--- config.mk ---
export PLATFORM = sky130hd
export DESIGN_NAME = seg7_reader
export DESIGN_NICKNAME = d
export VERILOG_FILES = /design/src/rtl/seg7_reader.sv
export SDC_FILE = /design/constraint.sdc
export NUM_CORES = 1
export LEC_CHECK = 0
export CAP_MARGIN = 20
export CORE_MARGIN = 3
export CORE_UTILIZATION = 45
export DETAILED_ROUTE_END_ITERATION = 16
export GPL_TIMING_DRIVEN = 0
export PLACE_DENSITY = 0.67
export SKIP_CTS_REPAIR_TIMING = 1
export SYNTH_ARGS = -nofsm -noshare
export SYNTH_HDL_FRONTEND = slang
export SYNTH_SLANG_ARGS = --single-unit
export TNS_END_PERCENT = 5
--- constraint.sdc ---
create_clock -name MAX10_CLK1_50 -period 5.7 [get_ports MAX10_CLK1_50]
set_input_delay 1.425 -clock MAX10_CLK1_50 [delete_from_list [all_inputs] [get_ports MAX10_CLK1_50]]
set_output_delay 1.425 -clock MAX10_CLK1_50 [all_outputs]
set_load 0.05 [all_outputs]
--- src/rtl/seg7_reader.sv ---
// seg7_reader: samples a scanned, active-low 7-segment display bus and
// rebuilds the hex value shown on each of its four digits. A pattern is
// committed only after it has stayed stable for STABLE_CYCLES samples.
module seg7_reader #(
  parameter int unsigned STABLE_CYCLES = 4
) (
  input  logic        MAX10_CLK1_50,
  input  logic        rst,
  input  logic [6:0]  SEG,
  input  logic [3:0]  DIG,
  output logic [15:0] CODE,
  output logic [3:0]  VALID,
  output logic [3:0]  ERR,
  output logic        UPD,
  output logic [1:0]  UPD_IDX
);

  localparam int unsigned SEG_W = 7;
  localparam int unsigned DIG_W = 4;
  localparam int unsigned SMP_W = SEG_W + DIG_W;
  localparam int unsigned CNT_W = 8;
  localparam logic [CNT_W-1:0] CNT_LAST = CNT_W'(STABLE_CYCLES - 1);

  typedef enum logic [1:0] {
    ST_WAIT  = 2'd0,
    ST_COUNT = 2'd1,
    ST_HELD  = 2'd2
  } state_e;

  logic [SMP_W-1:0] sync1_q, sync2_q;
  logic [SMP_W-1:0] ref_q, ref_d;
  logic [CNT_W-1:0] cnt_q, cnt_d;
  state_e           state_q, state_d;

  logic [15:0] code_q;
  logic [3:0]  valid_q, err_q;
  logic        upd_q;
  logic [1:0]  upd_idx_q;

  logic [DIG_W-1:0] dig_s;
  logic [SEG_W-1:0] seg_s, seg_on;
  logic             sel_ok_c, glyph_ok_c, blank_c, commit_c;
  logic [1:0]       sel_idx_c;
  logic [3:0]       glyph_val_c;

  assign dig_s  = sync2_q[SMP_W-1:SEG_W];
  assign seg_s  = sync2_q[SEG_W-1:0];
  assign seg_on = ~seg_s;

  // Two-flop synchronizer; reset parks it at idle/blank (all ones).
  always_ff @(posedge MAX10_CLK1_50 or posedge rst) begin
    if (rst) begin
      sync1_q <= '1;
      sync2_q <= '1;
    end else begin
      sync1_q <= {DIG, SEG};
      sync2_q <= sync1_q;
    end
  end

  // Digit select: legal only with exactly one enable low.
  always_comb begin
    sel_ok_c  = 1'b1;
    sel_idx_c = 2'd0;
    case (dig_s)
      4'b1110: sel_idx_c = 2'd0;
      4'b1101: sel_idx_c = 2'd1;
      4'b1011: sel_idx_c = 2'd2;
      4'b0111: sel_idx_c = 2'd3;
      default: sel_ok_c  = 1'b0;
    endcase
  end

  // Glyph decode on the active-high segment pattern.
  always_comb begin
    glyph_ok_c  = 1'b1;
    glyph_val_c = 4'h0;
    blank_c     = (seg_s == 7'h7F);
    case (seg_on)
      7'h3F: glyph_val_c = 4'h0;
      7'h06: glyph_val_c = 4'h1;
      7'h5B: glyph_val_c = 4'h2;
      7'h4F: glyph_val_c = 4'h3;
      7'h66: glyph_val_c = 4'h4;
      7'h6D: glyph_val_c = 4'h5;
      7'h7D: glyph_val_c = 4'h6;
      7'h07: glyph_val_c = 4'h7;
      7'h7F: glyph_val_c = 4'h8;
      7'h6F: glyph_val_c = 4'h9;
      7'h77: glyph_val_c = 4'hA;
      7'h7C: glyph_val_c = 4'hB;
      7'h39: glyph_val_c = 4'hC;
      7'h5E: glyph_val_c = 4'hD;
      7'h79: glyph_val_c = 4'hE;
      7'h71: glyph_val_c = 4'hF;
      default: glyph_ok_c = 1'b0;
    endcase
  end

  // FSM state, stability counter and reference sample registers.
  always_ff @(posedge MAX10_CLK1_50 or posedge rst) begin
    if (rst) begin
      state_q <= ST_WAIT;
      cnt_q   <= '0;
      ref_q   <= '1;
    end else begin
      state_q <= state_d;
      cnt_q   <= cnt_d;
      ref_q   <= ref_d;
    end
  end

  // Next-state logic: stability tracking and commit decision.
  always_comb begin
    state_d  = state_q;
    cnt_d    = cnt_q;
    ref_d    = ref_q;
    commit_c = 1'b0;
    if (!sel_ok_c) begin
      state_d = ST_WAIT;
      cnt_d   = '0;
    end else begin
      case (state_q)
        ST_WAIT: begin
          state_d = ST_COUNT;
          cnt_d   = CNT_W'(1);
          ref_d   = sync2_q;
        end
        ST_COUNT: begin
          if (sync2_q == ref_q) begin
            if (cnt_q >= CNT_LAST) begin
              commit_c = 1'b1;
              state_d  = ST_HELD;
            end else begin
              cnt_d = cnt_q + CNT_W'(1);
            end
          end else begin
            ref_d = sync2_q;
            cnt_d = CNT_W'(1);
          end
        end
        ST_HELD: begin
          if (sync2_q != ref_q) begin
            state_d = ST_COUNT;
            ref_d   = sync2_q;
            cnt_d   = CNT_W'(1);
          end
        end
        default: begin
          state_d = ST_WAIT;
          cnt_d   = '0;
        end
      endcase
    end
  end

  // Output registers: update only the committed digit's fields.
  always_ff @(posedge MAX10_CLK1_50 or posedge rst) begin
    if (rst) begin
      code_q    <= '0;
      valid_q   <= '0;
      err_q     <= '0;
      upd_q     <= 1'b0;
      upd_idx_q <= '0;
    end else begin
      upd_q <= commit_c;
      if (commit_c) begin
        upd_idx_q <= sel_idx_c;
        if (glyph_ok_c) begin
          code_q[{sel_idx_c, 2'b00} +: 4] <= glyph_val_c;
          valid_q[sel_idx_c]              <= 1'b1;
          err_q[sel_idx_c]                <= 1'b0;
        end else if (blank_c) begin
          valid_q[sel_idx_c] <= 1'b0;
          err_q[sel_idx_c]   <= 1'b0;
        end else begin
          valid_q[sel_idx_c] <= 1'b0;
          err_q[sel_idx_c]   <= 1'b1;
        end
      end
    end
  end

  assign CODE    = code_q;
  assign VALID   = valid_q;
  assign ERR     = err_q;
  assign UPD     = upd_q;
  assign UPD_IDX = upd_idx_q;

endmodule

* Yosys cells after proc, flatten, opt, wreduce, memory -nomap -nowiden
Index checks and enable logic that the tools add are counted.
** Cells by class
- Reductions and logical operators :: 9
- Equality and inequality tests :: 31
- Bitwise logic cells :: 6
- Order comparisons :: 3
- Divide/modulo/power cells :: 0
- Mux-type cells :: 27
- Shifts and indexed selects :: 2
- Multipliers :: 0
- Add/subtract/negate cells :: 2
** Operator list (number)
- == test 7 bit, second input constant :: 13
- one-hot mux 4 bit (15 select lines) :: 1
- one-hot mux 11 bit (3 select lines) :: 1
- two-way mux 8 bit :: 4
- one-hot mux 8 bit (3 select lines) :: 1
- two-way mux 11 bit :: 2
- bitwise mux 16 bit :: 1
- OR reduction 16 bit :: 1
- variable shift 4 x 6 -> 16 bit, first input constant :: 1
- indexed part select 4 x 6 -> 16 bit :: 1
- == test 7 x 3 -> 1 bit, second input constant :: 2
- == test 7 x 6 -> 1 bit, second input constant :: 2
- == test 4 bit, second input constant :: 3
- two-way mux 4 bit :: 3
- one-hot mux 2 bit (3 select lines) :: 2
- == test 11 bit :: 1
- != test 11 bit :: 1
- != test 3 bit, second input constant :: 3
- adder 8 x 1 -> 8 bit, second input constant :: 1
- AND 4 bit :: 2
- >= comparator 8 x 2 -> 1 bit, second input constant :: 1
- two-way mux 2 bit :: 4
- OR 4 bit :: 2
- two-way mux 1 bit :: 7
- other kinds (18) :: 20
** Storage, ports and cells
- Flip-flop bits (word level) :: 70
- ROM bits :: 0
- Word-level logic and storage cells :: 90
- Memories kept :: 0
- Latch bits :: 0
- Bits in writable memories :: 0

* Longest topological paths before layout
- Depth after elaboration :: 10
- Gate-level depth with buffers :: 8

* Worst setup path before layout
OpenSTA, ideal clock, no wires.
- Kind :: reg2reg
- Start point :: register sync2_q[3]
- End point :: register ref_q[0]
- Arrival :: 1.973 ns
- Library setup time :: 0.082 ns
- Path buffers :: 2
- Setup slack :: 3.644 ns
- Clock period less this slack :: 2.056 ns
- Stages on the path, launching flop included :: 9
- Required time :: 5.618 ns
- Path through :: dfstp_2 buf_2 xor2_1 nor3_1 and3_4 a21oi_2 o21ai_2 buf_6 mux2_4
** On the way
- Cells in the longest elaborated chain, start to end :: 3
- Elaborated cells on any way between the ends :: 5
- Those cells by class :: eq/ne: 4; reduce/logical: 1
** Ends and longest elaborated chain
- from (decl) :: RTL line 30 : logic [SMP_W-1:0] sync1_q, sync2_q;
- from (signal assigned) :: RTL line 57 : sync2_q <= sync1_q;
- != test 11 bit / == test 11 bit (equally long branches) :: RTL line 143, 130
- != test 2 bit (no source line)
- AND reduction 4 bit (no source line) (*)
- to (signal assigned) :: RTL line 109 : ref_q <= ref_d;
- to (decl) :: RTL line 31 : logic [SMP_W-1:0] ref_q, ref_d;
Mark *: on every way between the ends. The rest lies on a longest branch, timed or not.
A chain may end at the register's enable or synchronous reset.

==> run metrics <==
root buf cell=clkbuf_8; DRT iter0 DRCs=98; most common cell after layout, fill and taps aside=clkdlybuf4s50_1; pwr dens=286 nW/um^2; detailed placement HPWL=4.55 mm; CP startpoint kind=flop; die span in y=92.4 um; TritonCTS buffer count=9; Post-Syn Area=3360 sq um; Die W=a little over 90 um; syn avg cell area=11.5 sq um; commonest non-fill, non-tap cells in the layout=39 x clkdlybuf4s50_1, 37 x dfrtp_1, 33 x dfstp_2; cells along the critical path=clkdlybuf4s50_1; static leakage=0.00175 uW; Critical path buffers and inverters=1; final setup skew=0.00787 ns; Final period util=51.8%; post-synth net total=310; WS Path Type=reg2out; Crit Path Max Fanout=2; Req. time, crit path=4.28 ns; Clk Latency, worst-skew pair=0.35 ns; Num Clock Sinks=70; Detailed Route WL=6.36 mm; Fillers=618; Synth top area share=27.6%; status=completed; final setup violating endpoints=0; Port Buffers=39; max cap viols=0; vias post-DR=2303; Layout area overhead=22.6%; setup tns final=0 ns; tightest slew margin relative to the limit=a little under half; ratio of cells with drive above 1 in the final layout=25.6%; Cell variety after synth=56; area of the core=7020 sq um; drt wl/cell=14.4 um; post-place instance area=about 3900 sq um; Mapped Cells=292; synthesized flop and latch total=70; asr flop ratio synth=100%; final hold violations=0; initial antenna violation count=0; Top FF cell, synth=dfrtp_1; Seq/Total Area, Yosys=a little over half; dominant cells by area after synthesis=dfrtp_1 28%, dfstp_2 26%, mux2_4 4.5%; Synth warnings=0; Final Critical Period=2.95 ns; crit path DAT=between 1.5 and 2 ns; Max Slew Vio Count=0; largest net degree at the start of global routing=71; slowest CP cell=clkdlybuf4s50_1; DRC viols=0; Row Count=30; VDD IR-drop max=around 0.19 mV; multi-input logic area=between 1000 and 1500 sq um; First-pass DRT Iterations=4; unrepaired setup endpoints after global routing=no; fin nets=360; drt via density=5.20; die area=~8500 sq um; first-pass GRT wire length=10.8 mm; CP max stage delay=approximately 0.8 ns; fin area=a little over 4000 sq um; nature of the critical path endpoint=output port; H-tree depth=3; number of synthesized flops with an enable pin=0; family with the most delay on the worst path=buffers and inverters; CTS tree=yes; via count of the first global-routing pass=2265; grt ovf=0; Hold WC Path Type=reg2reg; remaining antenna violation count=0; Starting Density=47.9%; Reg area=1790 sq um; Worst Tran Pin Value=0.804 ns; Inserted Diodes=0; fmax=338 MHz; I/O Pins=40; final core occ=58.7%; RD Place Congestion=0.821; CTS Buffer Depth=2; GRT Util Overall=about 16%; largest area contributor in the netlist=dfrtp_1; Reg clk slew, reported paths=0.08 ns
## synth_stat cells (3+ instances only)
| master | n |
|---|---|
| a21oi_1 | 13 |
| nor2_1 | 8 |
| buf_2 | 3 |
| o21ai_1 | 6 |
| nor3_1 | 4 |
| xor2_1 | 13 |
| xnor2_1 | 3 |
| o22ai_1 | 4 |
| a21oi_2 | 5 |
| o31ai_1 | 5 |
| dfstp_2 | 33 |
| o21ai_0 | 7 |
| a211o_1 | 3 |
| nor4_4 | 4 |
| clkbuf_1 | 5 |
| a21o_1 | 6 |
| o2bb2ai_1 | 4 |
| and4_1 | 3 |
| nor2b_1 | 6 |
| and2_1 | 6 |
| nand3_1 | 16 |
| nand2_1 | 21 |
| ha_1 | 5 |
| nor3b_1 | 3 |
| mux2_4 | 10 |
| inv_1 | 23 |
| dfrtp_1 | 37 |
## per-layer routing
layer	vias up	GRT usage [%]	wire [um]	share of wire (%)
li1	1125	-	-	-
met1	1106	20.8	2830	45
met2	62	25.7	3090	49
met3	10	5.44	339	5.3
met4	0	4.33	94	1.5
met5	-	0	0	0
## path summary, 6_finish.rpt
check	start	endpoint	slack, ns	cells after the start
worst max-delay path	flop	ERR[1]	2.75	1
worst min-delay path	sync1_q[2]	sync2_q[2]	0.35	0
worst max register to register	sync2_q[4]	CODE[4]	3.24	7
worst min register to register	sync1_q[2]	sync2_q[2]	0.35	0
max in group asynchronous	rst	cnt_q[1]	3.59	2
min in group asynchronous	rst	async pin	1.61	2
## stage by stage
step	hold WS (ns)	setup WS (ns)	total power [uW]	instances
2_1_floorplan	0.345	2.56	673	292
3_3_place_gp	0.346	1.42	701	427
3_5_place_dp	0.347	3.12	704	427
4_1_cts	0.354	2.72	1200	443
5_1_grt	0.351	2.69	1230	443
6_report	0.351	2.75	1180	443
## layout make-up
type	instances	area share (%)
multi-input cells	187	34.4
repair buffers	39	9.48
well taps	96	2.92
flip-flops and latches	70	43.5
clock inverters	7	2.95
plain buffers	11	1.46
inverters	24	2.25
clock buffers	9	3.01
## where the power goes
group | leakage, uW | switching, uW | internal [uW]
registers | 0.000862 | 20.5 | 544
logic | 0.000759 | 66.7 | 63.1
clock network | 0.000124 | 191 | 293
## logic make-up after synthesis
logic type / Yosys count / synth area share, %
buffers and inverters: 35 / 4.47
multiplexers: 12 / 5.10
AND/OR/NAND/NOR: 90 / 17.1
XOR/XNOR: 16 / 4.17
adder cells (fa/ha/maj): 5 / 1.86
AO/OA/AOI/OAI: 64 / 13.9
flip-flops: 70 / 53.4
Power figures use the tool's default switching activity.
==> RTL edit 1, RTL diff (config.mk and constraints unchanged) <==
Reset style: synchronous (`rst`), changed in 3 clocked blocks.
--- a/src/rtl/seg7_reader.sv
+++ b/src/rtl/seg7_reader.sv
@@ -49,5 +49,5 @@
 
   // Two-flop synchronizer; reset parks it at idle/blank (all ones).
-  always_ff @(posedge MAX10_CLK1_50 or posedge rst) begin
+  always_ff @(posedge MAX10_CLK1_50) begin
     if (rst) begin
       sync1_q <= '1;
@@ -99,5 +99,5 @@
 
   // FSM state, stability counter and reference sample registers.
-  always_ff @(posedge MAX10_CLK1_50 or posedge rst) begin
+  always_ff @(posedge MAX10_CLK1_50) begin
     if (rst) begin
       state_q <= ST_WAIT;
@@ -156,5 +156,5 @@
 
   // Output registers: update only the committed digit's fields.
-  always_ff @(posedge MAX10_CLK1_50 or posedge rst) begin
+  always_ff @(posedge MAX10_CLK1_50) begin
     if (rst) begin
       code_q    <= '0;
Function: differs if rst is asserted again (counterexample within 10 cycles, from zero or initial values and one cycle with rst high); with rst held inactive, the same outputs for 10 cycles.
==> RTL edit 1 against the original RTL <==
  * Sequential cell count is the same
  * Via count grew 20%
  * Sequential power down 9.8%
  * Clock power decreased by 32%
  * Power decreased by 20%
  * Wire length rose by 11%
  * Cell count up 17%
  * Cell area unchanged
  * Area after synthesis increased by 2.6%
  * Count of clock-buffer cells in the layout increased by 3
  * Setup slack improved by 16 ps
  * First-iteration DRC count is 41% higher
  * Critical path type unchanged
  * Largest cell class is now multi-input combinational cells
==> RTL edit 1: results (changes against the original RTL) <==
The number of nets in the finished design is 434 (+21%). The maximum buffer depth of the clock tree is 2 (unchanged). The run finished with clean final reports. The count of distinct cell types in the synthesized netlist came out at 60 (+7.1%).

The number of vias per cell after detailed routing came out at 5.334 (+2.6%). The mean routed wirelength per cell came out at 13.59 um (-5.3%). The adder and majority cell fraction of the synthesized area is 2.141% (+0.28 points).

The sequential-to-total area share from yosys stat came to 40.64% (-13 points). The detailed placement HPWL was 5215 um (+15%). The maximum number of pins on one net before global-route repair came out at 11 (-85%). The synthesized area per cell came out at 9.422 um^2 (-18%). The number of stages on the worst hold path came out at 1 (+1). The leakage component of the power is 1.407 nW (-19%). The post-synthesis async set-or-reset flop share is 0% (-100 points). The starting DRC count in detailed routing is 138 (+41%).

After clock tree synthesis, the clock-pin slew on the worst setup and hold paths is approximately 70 ps. The first-pass iteration count of the detailed router came out at 5 (+1). The post-synth net total is 384 (+24%). The via count of the first global-routing pass is 2507 (+11%). The first-pass GRT wire length is 12100 um (+12%). The signal arrival time at the worst endpoint came out at 1510 ps (-20 ps). The startpoint identified for the worst hold timing path is sync1_q[1]. The reg2reg setup slack is 3230 ps (about the same). The final-report hold violation count is 0 (unchanged).

The layout filler cell count is 690 (+12%). CTS placed an instance of sky130_fd_sc_hd__clkbuf_8 at the clock tree root. The worst slack after detailed placement is 2595 ps (-522.6 ps). The met3 routing resource usage after global routing came out at 3.138% (-2.3 points). The critical path's largest stage delay is 810 ps (about the same). The path with the worst hold slack has its endpoint at sync2_q[1]. The startpoint identified for the worst register-to-register timing path is sync2_q[10]. The number of cells after detailed placement came out at 504 (+18%). The global-route usage over all layers is 17.23% (+1.2 points). The multiplexer area fraction after synthesis is 8.781% (+3.7 points). The capture instance of the worst register-to-register path is ref_q[10]. The maximum resistive drop on vdd is 134.4 uV (-28%). In the post-synthesis netlist, the biggest area contributors are sky130_fd_sc_hd__dfxtp_1 (41%), sky130_fd_sc_hd__mux2i_1 (8.1%), sky130_fd_sc_hd__or2_2 (4.2%). The routability congestion estimate from global placement was 0.8083 (-1.5%).

The layout cell share with drive strength beyond 1 came out at 14.08% (-12 points). The worst hold margin is 402.5 ps (+51.60 ps). The met2 track demand over resource in global routing was 27.34% (+1.6 points). The met1 track demand over resource in global routing came out at 23.08% (+2.3 points). The post-synthesis compound-gate area fraction was 15.49% (+1.6 points). By count the netlist is led by sky130_fd_sc_hd__dfxtp_1 (70), sky130_fd_sc_hd__nand2_1 (35), sky130_fd_sc_hd__nor2_1 (32).

The filler-free cell count of the finished design came out at 518 (+17%). The post-synthesis share of cell area spent on xor and xnor gates is 4.318% (+0.15 points). The post-place instance area came to 3963 um^2 (+2.3%). The worst clock skew on the final layout came out at 8.555 ps (+0.6886 ps).
## RTL edit 1: cell count changes after synthesis, sizes merged, moves of 10 or more
cell    unedited run  this run
dfrtp             37         0
or2                2        25
nand2             22        35
inv               24        11
nor2               8        32
dfxtp              0        70
clkbuf             5        15
dfstp             33         0
mux2i              1        28
## RTL edit 1: worst max-delay path by stage
stage | endpoint | slack [ps] | cells after the start
after detailed placement | ref_q[7] | 2590 | 5
after floorplan | ref_q[2] | 3530 | 4
final | CODE[9] | 2760 | 1
after global placement | ref_q[6] | 2620 | 5
after CTS | CODE[9] | 2750 | 1
after global routing | CODE[9] | 2720 | 1
## RTL edit 1: layer usage
metal | up-vias | share of wire, %
li1 | 1403 | -
met1 | 1280 | 49
met5 | - | 0
met2 | 71 | 44
met3 | 9 | 5.2
met4 | 0 | 1.4
## RTL edit 1: where the power goes
part	internal, W	total (W)	switching (W)
Clock	0.000164	0.000330	0.000166
Sequential	0.000501	0.000509	0.00000765
Combinational	0.0000432	0.000108	0.0000649
Total	0.000708	0.000947	0.000239
## RTL edit 1: layout make-up
class	count	area, um^2	area share, %
clock inverters	2	10.01	0.2431
plain buffers	24	107.6	2.613
clock buffers	12	145.1	3.525
flip-flops and latches	70	1401	34.03
inverters	11	41.29	1.003
multi-input cells	261	1898	46.10
repair buffers	39	390.4	9.480
well taps	99	123.9	3.008
## RTL edit 1: worst reg2reg max path: cells and delay by family, from the launching register on
family	cells	cell delay, ps
adders and majority gates	1	350
buffers and inverters	2	560
and+or+nand+nor	2	700
DFF	1	300
AOI/OAI and AO/OA	1	350
xor gates and xnor gates	1	110
==> RTL edit 2, RTL diff (same settings) <==
Made on the original files. `CNT_W`: 8 -> 6.
--- a/src/rtl/seg7_reader.sv
+++ b/src/rtl/seg7_reader.sv
@@ -19,5 +19,5 @@
   localparam int unsigned DIG_W = 4;
   localparam int unsigned SMP_W = SEG_W + DIG_W;
-  localparam int unsigned CNT_W = 8;
+  localparam int unsigned CNT_W = 6;
   localparam logic [CNT_W-1:0] CNT_LAST = CNT_W'(STABLE_CYCLES - 1);
 
Function: no difference found for any inputs over 10 cycles, from zero or initial values and one cycle with rst high; that may be too few to reach the edited logic, so the function may still have changed.
==> RTL edit 2 against the original RTL <==
  * Cell area fell by 4.0%
  * Sequential cell count fell by 2
  * Power fell by 15%
  * Setup slack improved by 14 ps
  * Critical path type unchanged
  * Wire length fell by 13%
  * Combinational power fell by 11%
  * Area after synthesis fell by 3.0%
  * Register-to-register slack got worse by 30 ps
  * Clock skew rose by 4.2 ps
  * Worst hold slack improved by 0.81 ps
  * Critical path depth did not move
==> RTL edit 2: results (changes against the original RTL) <==
The flow ran to the end, and the final reports show no timing, DRC or antenna violations. The routability congestion estimate from global placement was 0.7785 (-5.2%). The power per standard cell area came to 251.9 nW/um^2 (-12%). The worst hold margin came out at 351.7 ps (+0.8080 ps). The part of the total power dissipated in the clock network is 33.4% (-7.6 points).

The via count of the first global-routing pass is 1911 (-16%). The total via count in the routed design came out at 2006 (-13%). The detailed placement HPWL came out at 3980 um (-13%). The sequential-to-total area share from yosys stat was 53.49% (+0.12 points). The starting DRC count in detailed routing came to 58 (-41%). The number of antenna violations at the first check in global routing came to 0 (unchanged).

The startpoint identified for the worst register-to-register timing path is sync2_q[1]. The count of distinct cell types in the synthesized netlist is 50 (-11%). By count the netlist is led by sky130_fd_sc_hd__dfrtp_1 (35), sky130_fd_sc_hd__dfstp_2 (33), sky130_fd_sc_hd__nor2_1 (20). The minimum period implied by the final worst setup slack came out at 2941 ps (-14.19 ps). The post-place instance area is 3789 um^2 (-2.2%). The relative contribution of sequential cells to total power is 54.9% (+7.0 points). The reg2reg setup slack came out at 3210 ps (-30 ps). The number of cells after detailed placement is 391 (-8.4%). In the post-synthesis netlist, the biggest area contributors are sky130_fd_sc_hd__dfrtp_1 (27%), sky130_fd_sc_hd__dfstp_2 (27%), sky130_fd_sc_hd__mux2_4 (7.4%). The layout cell share with drive strength beyond 1 is 34.41% (+8.8 points).

The number of nets in the finished design is 324 (-10%). The global-route usage over all layers is 14.19% (-1.9 points). The filler-free cell count of the finished design came out at 407 (-8.1%).

Following the worst setup path forward leads to its endpoint at CODE[11]. The total net switching power came out at 0.0002452 W (-12%). The cell count after synthesis is 255 (-13%). The length in cells of the worst reg-to-reg path came to 8 (+1). The capture instance of the worst register-to-register path is CODE[10]. The mean routed wirelength per cell came out at 13.54 um (-5.7%). The relative slew slack is 56.04% (+9.7 points).

The worst slack after detailed placement came out at 3111 ps (-6.320 ps). The worst clock skew on the final layout came out at 12.07 ps (+4.203 ps). The layout filler cell count came out at 620 (+0.32%). The post-synth net total is 273 (-12%). The later-pin clock latency in the skew report is 340 ps.

The leakage component of the power came out at 1.699 nW (-2.6%).
-- RTL edit 2: cell count changes after synthesis, sizes merged, moves of 8 or more --
cell	delta
a21oi	-17
buf	+10
inv	-18
mux2	+26
nand2	-12
nand3	-12
nor2	+13
nor3	+10
o21ai	-8
-- RTL edit 2: worst min path at each step --
| stage | from | endpoint | depth (start not counted) |
|---|---|---|---|
| 6_report | sync1_q[10] | sync2_q[10] | 0 |
| 5_1_grt | sync1_q[10] | sync2_q[10] | 0 |
| 4_1_cts | sync1_q[10] | sync2_q[10] | 0 |
| 3_5_place_dp | sync1_q[6] | sync2_q[6] | 0 |
| 3_3_place_gp | sync1_q[1] | sync2_q[1] | 0 |
| 2_1_floorplan | sync1_q[0] | sync2_q[0] | 0 |
-- RTL edit 2: final cells by class --
type	instances	area, um^2	share of cell area [%]
plain buffers	16	128.9	3.261
clock buffers	13	148.9	3.767
clock inverters	3	15.01	0.3799
inverters	6	22.52	0.5698
multi-input cells	165	1364	34.50
flip-flops and latches	68	1743	44.10
well taps	96	120.1	3.039
repair buffers	40	410.4	10.38
-- RTL edit 2: per-layer routing --
layer	GRT usage [%]	up-vias	wire length, um
li1	-	997	-
met4	6.533	0	94
met3	4.225	8	239
met5	0	-	0
met2	20.17	51	2445
met1	19.88	950	2732
-- RTL edit 2: kinds of logic (layout without fill, tap and decap cells) --
group / Yosys count / count (layout) / share of synthesized area [%]
compound gates: 20 / 20 / 4.263
xor+xnor: 16 / 16 / 4.301
fa+ha+maj: 6 / 6 / 2.266
buf+inv: 22 / 78 / 4.647
flops: 68 / 68 / 53.49
mux: 38 / 38 / 14.94
simple gates: 85 / 85 / 16.09
